$ cat src/rtl/ntt_bfly_pipe.sv
// Pipelined radix-2 NTT butterfly over q=3329 (CT forward / GS inverse).
// Twiddle product comes from the local Modmul; valid chain gates its output.
module ntt_modmul #(
  parameter int Q   = 3329,
  parameter int LAT = 2
) (
  input  logic        clk,
  input  logic [11:0] a,
  input  logic [11:0] b,
  output logic [11:0] r
);
  logic [23:0] prod_d, prod_q;
  logic [11:0] red;

  always_comb begin
    prod_d = 24'(a) * 24'(b);
    red    = 12'(prod_q % 24'(Q));
  end

  always_ff @(posedge clk) prod_q <= prod_d;

  if (LAT == 1) begin : g_l1
    assign r = red;
  end else begin : g_ln
    logic [11:0] dl_d [LAT-1];
    logic [11:0] dl_q [LAT-1];

    always_comb begin
      dl_d[0] = red;
      for (int i = 1; i < LAT - 1; i++) dl_d[i] = dl_q[i-1];
    end

    always_ff @(posedge clk) dl_q <= dl_d;

    assign r = dl_q[LAT-2];
  end
endmodule

module ntt_bfly_pipe #(
  parameter int Q       = 3329,
  parameter int MUL_LAT = 2
) (
  input  logic        clk,
  input  logic        rst_n,
  input  logic        in_valid,
  input  logic        mode,
  input  logic        half,
  input  logic [11:0] a,
  input  logic [11:0] b,
  input  logic [11:0] w,
  output logic        out_valid,
  output logic [11:0] u,
  output logic [11:0] v,
  output logic        busy,
  output logic        range_err
);
  typedef struct packed {
    logic        mode;
    logic        half;
    logic [11:0] x;
    logic [11:0] y;
    logic [11:0] w;
  } op_t;

  typedef struct packed {
    logic        mode;
    logic        half;
    logic [11:0] x;
  } side_t;

  function automatic logic [11:0] mod_add(
    input logic [11:0] x, input logic [11:0] y);
    logic [12:0] s;
    s = {1'b0, x} + {1'b0, y};
    if (s >= 13'(Q)) s = s - 13'(Q);
    return 12'(s);
  endfunction

  function automatic logic [11:0] mod_sub(
    input logic [11:0] x, input logic [11:0] y);
    logic [12:0] d;
    d = {1'b0, x} - {1'b0, y};
    if (d[12]) d = d + 13'(Q);
    return 12'(d);
  endfunction

  // x * 2^-1 mod Q: odd values borrow a Q to become even first
  function automatic logic [11:0] halve(input logic [11:0] x);
    if (x[0]) return 12'((13'(x) + 13'(Q)) >> 1);
    return x >> 1;
  endfunction

  logic        s1_v_d, s1_v_q;
  op_t         s1_d, s1_q;
  logic        s2_v_d, s2_v_q;
  op_t         s2_d, s2_q;
  logic [MUL_LAT-1:0] dl_v_d, dl_v_q;
  side_t       dl_d [MUL_LAT];
  side_t       dl_q [MUL_LAT];
  logic [11:0] p;
  logic        o_v_d, o_v_q;
  logic [11:0] u_d, u_q, v_d, v_q;
  logic        rng_d, rng_q;
  logic [11:0] ru, rv;
  side_t       t;

  ntt_modmul #(.Q(Q), .LAT(MUL_LAT)) u_mul (
    .clk (clk),
    .a   (s2_q.y),
    .b   (s2_q.w),
    .r   (p)
  );

  always_comb begin
    s1_v_d    = in_valid;
    s1_d.mode = mode;
    s1_d.half = half;
    s1_d.x    = a;
    s1_d.y    = b;
    s1_d.w    = w;
    rng_d     = rng_q | (in_valid &
                (a >= 12'(Q) | b >= 12'(Q) | w >= 12'(Q)));
  end

  always_comb begin
    s2_v_d = s1_v_q;
    s2_d   = s1_q;
    if (s1_q.mode) begin
      s2_d.x = mod_add(s1_q.x, s1_q.y);
      s2_d.y = mod_sub(s1_q.x, s1_q.y);
    end
  end

  always_comb begin
    dl_v_d[0]    = s2_v_q;
    dl_d[0].mode = s2_q.mode;
    dl_d[0].half = s2_q.half;
    dl_d[0].x    = s2_q.x;
    for (int i = 1; i < MUL_LAT; i++) begin
      dl_v_d[i] = dl_v_q[i-1];
      dl_d[i]   = dl_q[i-1];
    end
  end

  always_comb begin
    t = dl_q[MUL_LAT-1];
    if (t.mode) begin
      ru = t.x;
      rv = p;
    end else begin
      ru = mod_add(t.x, p);
      rv = mod_sub(t.x, p);
    end
    if (t.half) begin
      ru = halve(ru);
      rv = halve(rv);
    end
    o_v_d = dl_v_q[MUL_LAT-1];
    u_d   = o_v_d ? ru : u_q;
    v_d   = o_v_d ? rv : v_q;
  end

  always_ff @(posedge clk or negedge rst_n) begin
    if (!rst_n) begin
      s1_v_q <= 1'b0;
      s2_v_q <= 1'b0;
      dl_v_q <= '0;
      o_v_q  <= 1'b0;
      u_q    <= '0;
      v_q    <= '0;
      rng_q  <= 1'b0;
    end else begin
      s1_v_q <= s1_v_d;
      s2_v_q <= s2_v_d;
      dl_v_q <= dl_v_d;
      o_v_q  <= o_v_d;
      u_q    <= u_d;
      v_q    <= v_d;
      rng_q  <= rng_d;
    end
  end

  always_ff @(posedge clk) begin
    s1_q <= s1_d;
    s2_q <= s2_d;
    dl_q <= dl_d;
  end

  assign out_valid = o_v_q;
  assign u         = u_q;
  assign v         = v_q;
  assign busy      = s1_v_q | s2_v_q | (|dl_v_q) | o_v_q;
  assign range_err = rng_q;
endmodule

$ cat config.mk
export PLATFORM = sky130hd
export DESIGN_NAME = ntt_bfly_pipe
export DESIGN_NICKNAME = d
export VERILOG_FILES = /design/src/rtl/ntt_bfly_pipe.sv
export SDC_FILE = /design/constraint.sdc
export NUM_CORES = 1
export LEC_CHECK = 0
export CAP_MARGIN = 25
export CORE_MARGIN = 1
export CORE_UTILIZATION = 63
export CTS_BUF_LIST = sky130_fd_sc_hd__clkbuf_8
export DETAILED_ROUTE_END_ITERATION = 16
export GPL_ROUTABILITY_DRIVEN = 1
export GPL_TIMING_DRIVEN = 1
export HOLD_SLACK_MARGIN = 0.05
export PLACE_DENSITY = 0.88
export SYNTH_ARGS = -nofsm -noshare
export SYNTH_HDL_FRONTEND = slang
export SYNTH_SLANG_ARGS = --single-unit
$ cat constraint.sdc
create_clock -name clk -period 39.9 [get_ports clk]
set_input_delay 3.99 -clock clk [delete_from_list [all_inputs] [get_ports clk]]
set_output_delay 3.99 -clock clk [all_outputs]
set_load 0.1 [all_outputs]
==> summary.txt <==
Run status
  – Outcome: completed

Clocking
  – Number of clock sinks: between 150 and 200
  – Worst skew pair latency: approximately 0.5 ns
  – Clock tree buffer depth: 2
  – Clk root buf: clkbuf_8
  – Cts repair resizes: 0
  – TritonCTS clock tree: built
  – Num CTS Buffers: 17
  – Hold_buf cts: 0
  – H-Tree Depth: 4
  – CTS clk-pin slew, worst paths: roughly 0.10 ns
  – Total setup buffers inserted after CTS: 0

Floorplanning
  – Io pins: 68
  – DIE WIDTH: ~180 um
  – # rows: 63
  – Core ar.: around 30000 um^2
  – Starting density of the core: a little under two thirds
  – Die area: 30700 um^2
  – DIE HEIGHT: about 180 um

Layout
  – Share of cells above drive strength 1: between 7 and 8%
  – Synth-to-Final Area Change: 6.34%
  – Final net count: about 2600
  – # diodes: 0

Critical path
  – Slowest-stage cell, CP: a31oi_1
  – Worst path arrival time: approximately 16 ns
  – CP startpoint kind: flip-flop
  – Worst reg2reg path startpoint: u_mul.prod_q[12]
  – R2R Setup Slk: between 20 and 25 ns
  – CP Data Required Time: a little over 40 ns
  – CP startpoint: u_mul.prod_q[12]
  – Crit end category: flip-flop
  – Critical Path Sink: u_mul.r[4]
  – Crit path max fanout: 13
  – Reg2reg path depth: between 40 and 50
  – Setup CP Type: reg2reg
  – Capture point of the worst reg-to-reg path: u_mul.r[4]
  – CP max stage delay: approximately 0.86 ns

Placement
  – Dpl hpwl: 36800 um
  – Routability Congestion: approximately 0.96
  – Buffers on Ports: 67

Timing
  – Worst-Margin Slew: ~1.1 ns
  – Total negative slack: 0 ns
  – Slew Viols, Final: 0
  – Slew headroom: 24.0%
  – Fin crit period: roughly 16 ns
  – Final worst-path cycle share: 39.1%
  – Setup violators final: 0
  – Hold Vio Cnt, Final: 0
  – Max Fclk: approximately 0.064 GHz
  – Final Skew: 0.0171 ns
  – RSZ-0062 raised after global routing: no

Global routing
  – Initial antenna violation count: 0
  – Gr ovfl total: 0
  – Total track usage: around 31%
  – Largest net degree at the start of global routing: 46
  – First-pass GRT wire length: a little under 80000 um
  – Vias in the first global route: 16700

Logic synthesis
  – Top cells by area, synth: dfxtp_1, fa_1, ha_1
  – Compound-cell area share of the yosys netlist: 23.1%
  – Simple logic cell fraction of the synthesized area: a little over a fifth
  – Post-synth EDFFs: 0
  – Post-Synth XOR/XNOR Area: under 10%
  – Mapped Avg Cell Area: slightly above 8 um^2
  – Cell count after synthesis: ~2300
  – Largest family of logic cells by synthesized area: compound AO/OA/AOI/OAI gates
  – Syn Std Cell Area: about 19000 um^2
  – Seq/Total Area, Yosys: around a fifth
  – Post-synthesis register bit count: 170
  – Syn. warnings: 0
  – Post-synth top flop: dfxtp_1
  – Synth area leader: dfxtp_1
  – Portion of netlist area occupied by mux cells: under 10%
  – Synth Area in Adders: 19.3%
  – Async SR Flop Fraction: between 10% and 20%
  – Synthesized Nets: ~2600
  – Netlist cell types: 124
  – Post-synth top area share: around 15%

Detailed routing
  – Vias post-DR: roughly 17000
  – WL/cell: around 17 um
  – Avg Vias per Cell: ~6.3
  – Drt pass-1 iters: 6
  – Final wirelength: approximately 47000 um
  – Drc violations: 0
  – Routed Antenna Nets: 0
  – Iter 0 DRT Violations: about 1700

Worst hold path
  – Hold Path Class: reg2reg

Job
  – Max_cap viols: 0
-- synth_stat cells (all sizes together), types with 19 or more instances --
library cell	instances
dfrtp	30
clkbuf	60
mux2	29
a21o	26
or3	21
and3	19
nand4	29
buf	37
nand2b	21
nand2	250
nor3	50
o211ai	31
nor2	188
a211oi	20
a31oi	29
o21ai	110
a21oi	160
dfxtp	140
fa	104
xor2	59
ha	122
nand3	63
mux2i	20
and2	71
inv	192
nor4	29
xnor2	121
o21bai	45
-- metal layers --
metal  wire, um  global-route usage, %
met5          0                      0
met4        933                   9.09
met3       3060                   4.31
met2      23000                   53.0
met1      20400                   41.1
-- registers in the layout (all words and copies together), names as in the netlist --
| signal | count |
|---|---|
| out_valid | 1 |
| s2_v_q | 1 |
| s1_q | 38 |
| v | 12 |
| dl_q | 14 |
| s1_v_q | 1 |
| range_err | 1 |
| dl_v_q | 2 |
| s2_q | 24 |
| u_mul.r | 12 |
| dl_d | 28 |
| u_mul.prod_q | 24 |
| u | 12 |
-- kinds of logic (layout without fill, tap and decap cells) --
group / after synthesis / after routing
AND/OR/NAND/NOR: 801 / 801
AO/OA/AOI/OAI: 601 / 601
buffers and inverters: 290 / 299
adder cells (fa/ha/maj): 230 / 230
XOR/XNOR: 180 / 180
flip-flops: 170 / 170
multiplexers: 49 / 49
-- layout by cell type, fill, tap and decap left out, types with 11 or more instances in the layout --
| master | n |
|---|---|
| a211oi_1 | 18 |
| a21o_1 | 26 |
| a21oi_1 | 153 |
| a22oi_1 | 12 |
| a31oi_1 | 24 |
| and2_1 | 71 |
| and3_1 | 19 |
| clkbuf_8 | 17 |
| clkdlybuf4s50_1 | 67 |
| dfrtp_1 | 30 |
| dfxtp_1 | 140 |
| fa_1 | 104 |
| ha_1 | 122 |
| inv_1 | 192 |
| mux2_2 | 27 |
| mux2i_1 | 20 |
| nand2_1 | 248 |
| nand2b_1 | 21 |
| nand3_1 | 63 |
| nand4_1 | 27 |
| nor2_1 | 186 |
| nor2b_1 | 11 |
| nor3_1 | 43 |
| nor4_1 | 25 |
| o211ai_1 | 27 |
| o21a_1 | 16 |
| o21ai_0 | 90 |
| o21ai_1 | 13 |
| o21bai_1 | 44 |
| o31ai_1 | 15 |
| or3_1 | 20 |
| xnor2_1 | 118 |
| xor2_1 | 58 |
-- final cells by class --
| type | count | area (um^2) |
|---|---|---|
| timing repair buffer | 74 | 743 |
| clock buffer | 17 | 234 |
| inverter | 193 | 724 |
| multi-input combinational | 1861 | 14200 |
| fill | 2288 | 9480 |
| tap | 390 | 488 |
| clock inverter | 15 | 174 |
| sequential | 170 | 3550 |
-- how the worst min path moves through the flow --
stage                         from  slack [ns]  depth (start not counted)      end
final                      dl_d[4]        0.33                          0  dl_q[4]
after global routing       dl_d[4]        0.34                          0  dl_q[4]
after CTS                 dl_d[15]        0.33                          0  dl_d[1]
after detailed placement  dl_d[19]        0.31                          0  dl_d[5]
after global placement     dl_d[4]        0.31                          0  dl_q[4]
after floorplan           dl_d[14]        0.31                          0  dl_d[0]
-- metrics by stage --
| stage | worst slack, ns | util [%] | hold WS (ns) | instance area (um^2) | std cells |
|---|---|---|---|---|---|
| detailed placement | 24.65 | 66.5 | 0.312 | 19700 | 2687 |
| global placement | 25.18 | 66.4 | 0.312 | 19600 | 2686 |
| floorplan | 27.29 | - | 0.310 | 18900 | 2321 |
| global route | 23.01 | 67.9 | 0.337 | 20100 | 2720 |
| finish | 24.29 | 67.9 | 0.328 | 20100 | 2720 |
| CTS | 24.58 | 67.9 | 0.332 | 20100 | 2719 |
-- critical path: cells and delay by family, from the launching register on --
kind | cells | cell delay, ns
flip-flops | 1 | 0.44
AND/OR/NAND/NOR | 17 | 6.07
XOR/XNOR | 3 | 0.63
buffers and inverters | 1 | 0.16
adder cells (fa/ha/maj) | 2 | 0.48
AO/OA/AOI/OAI | 22 | 7.78
Power is not shown: default switching activity piles up to over one toggle a cycle in this logic, so the estimate is an artifact.
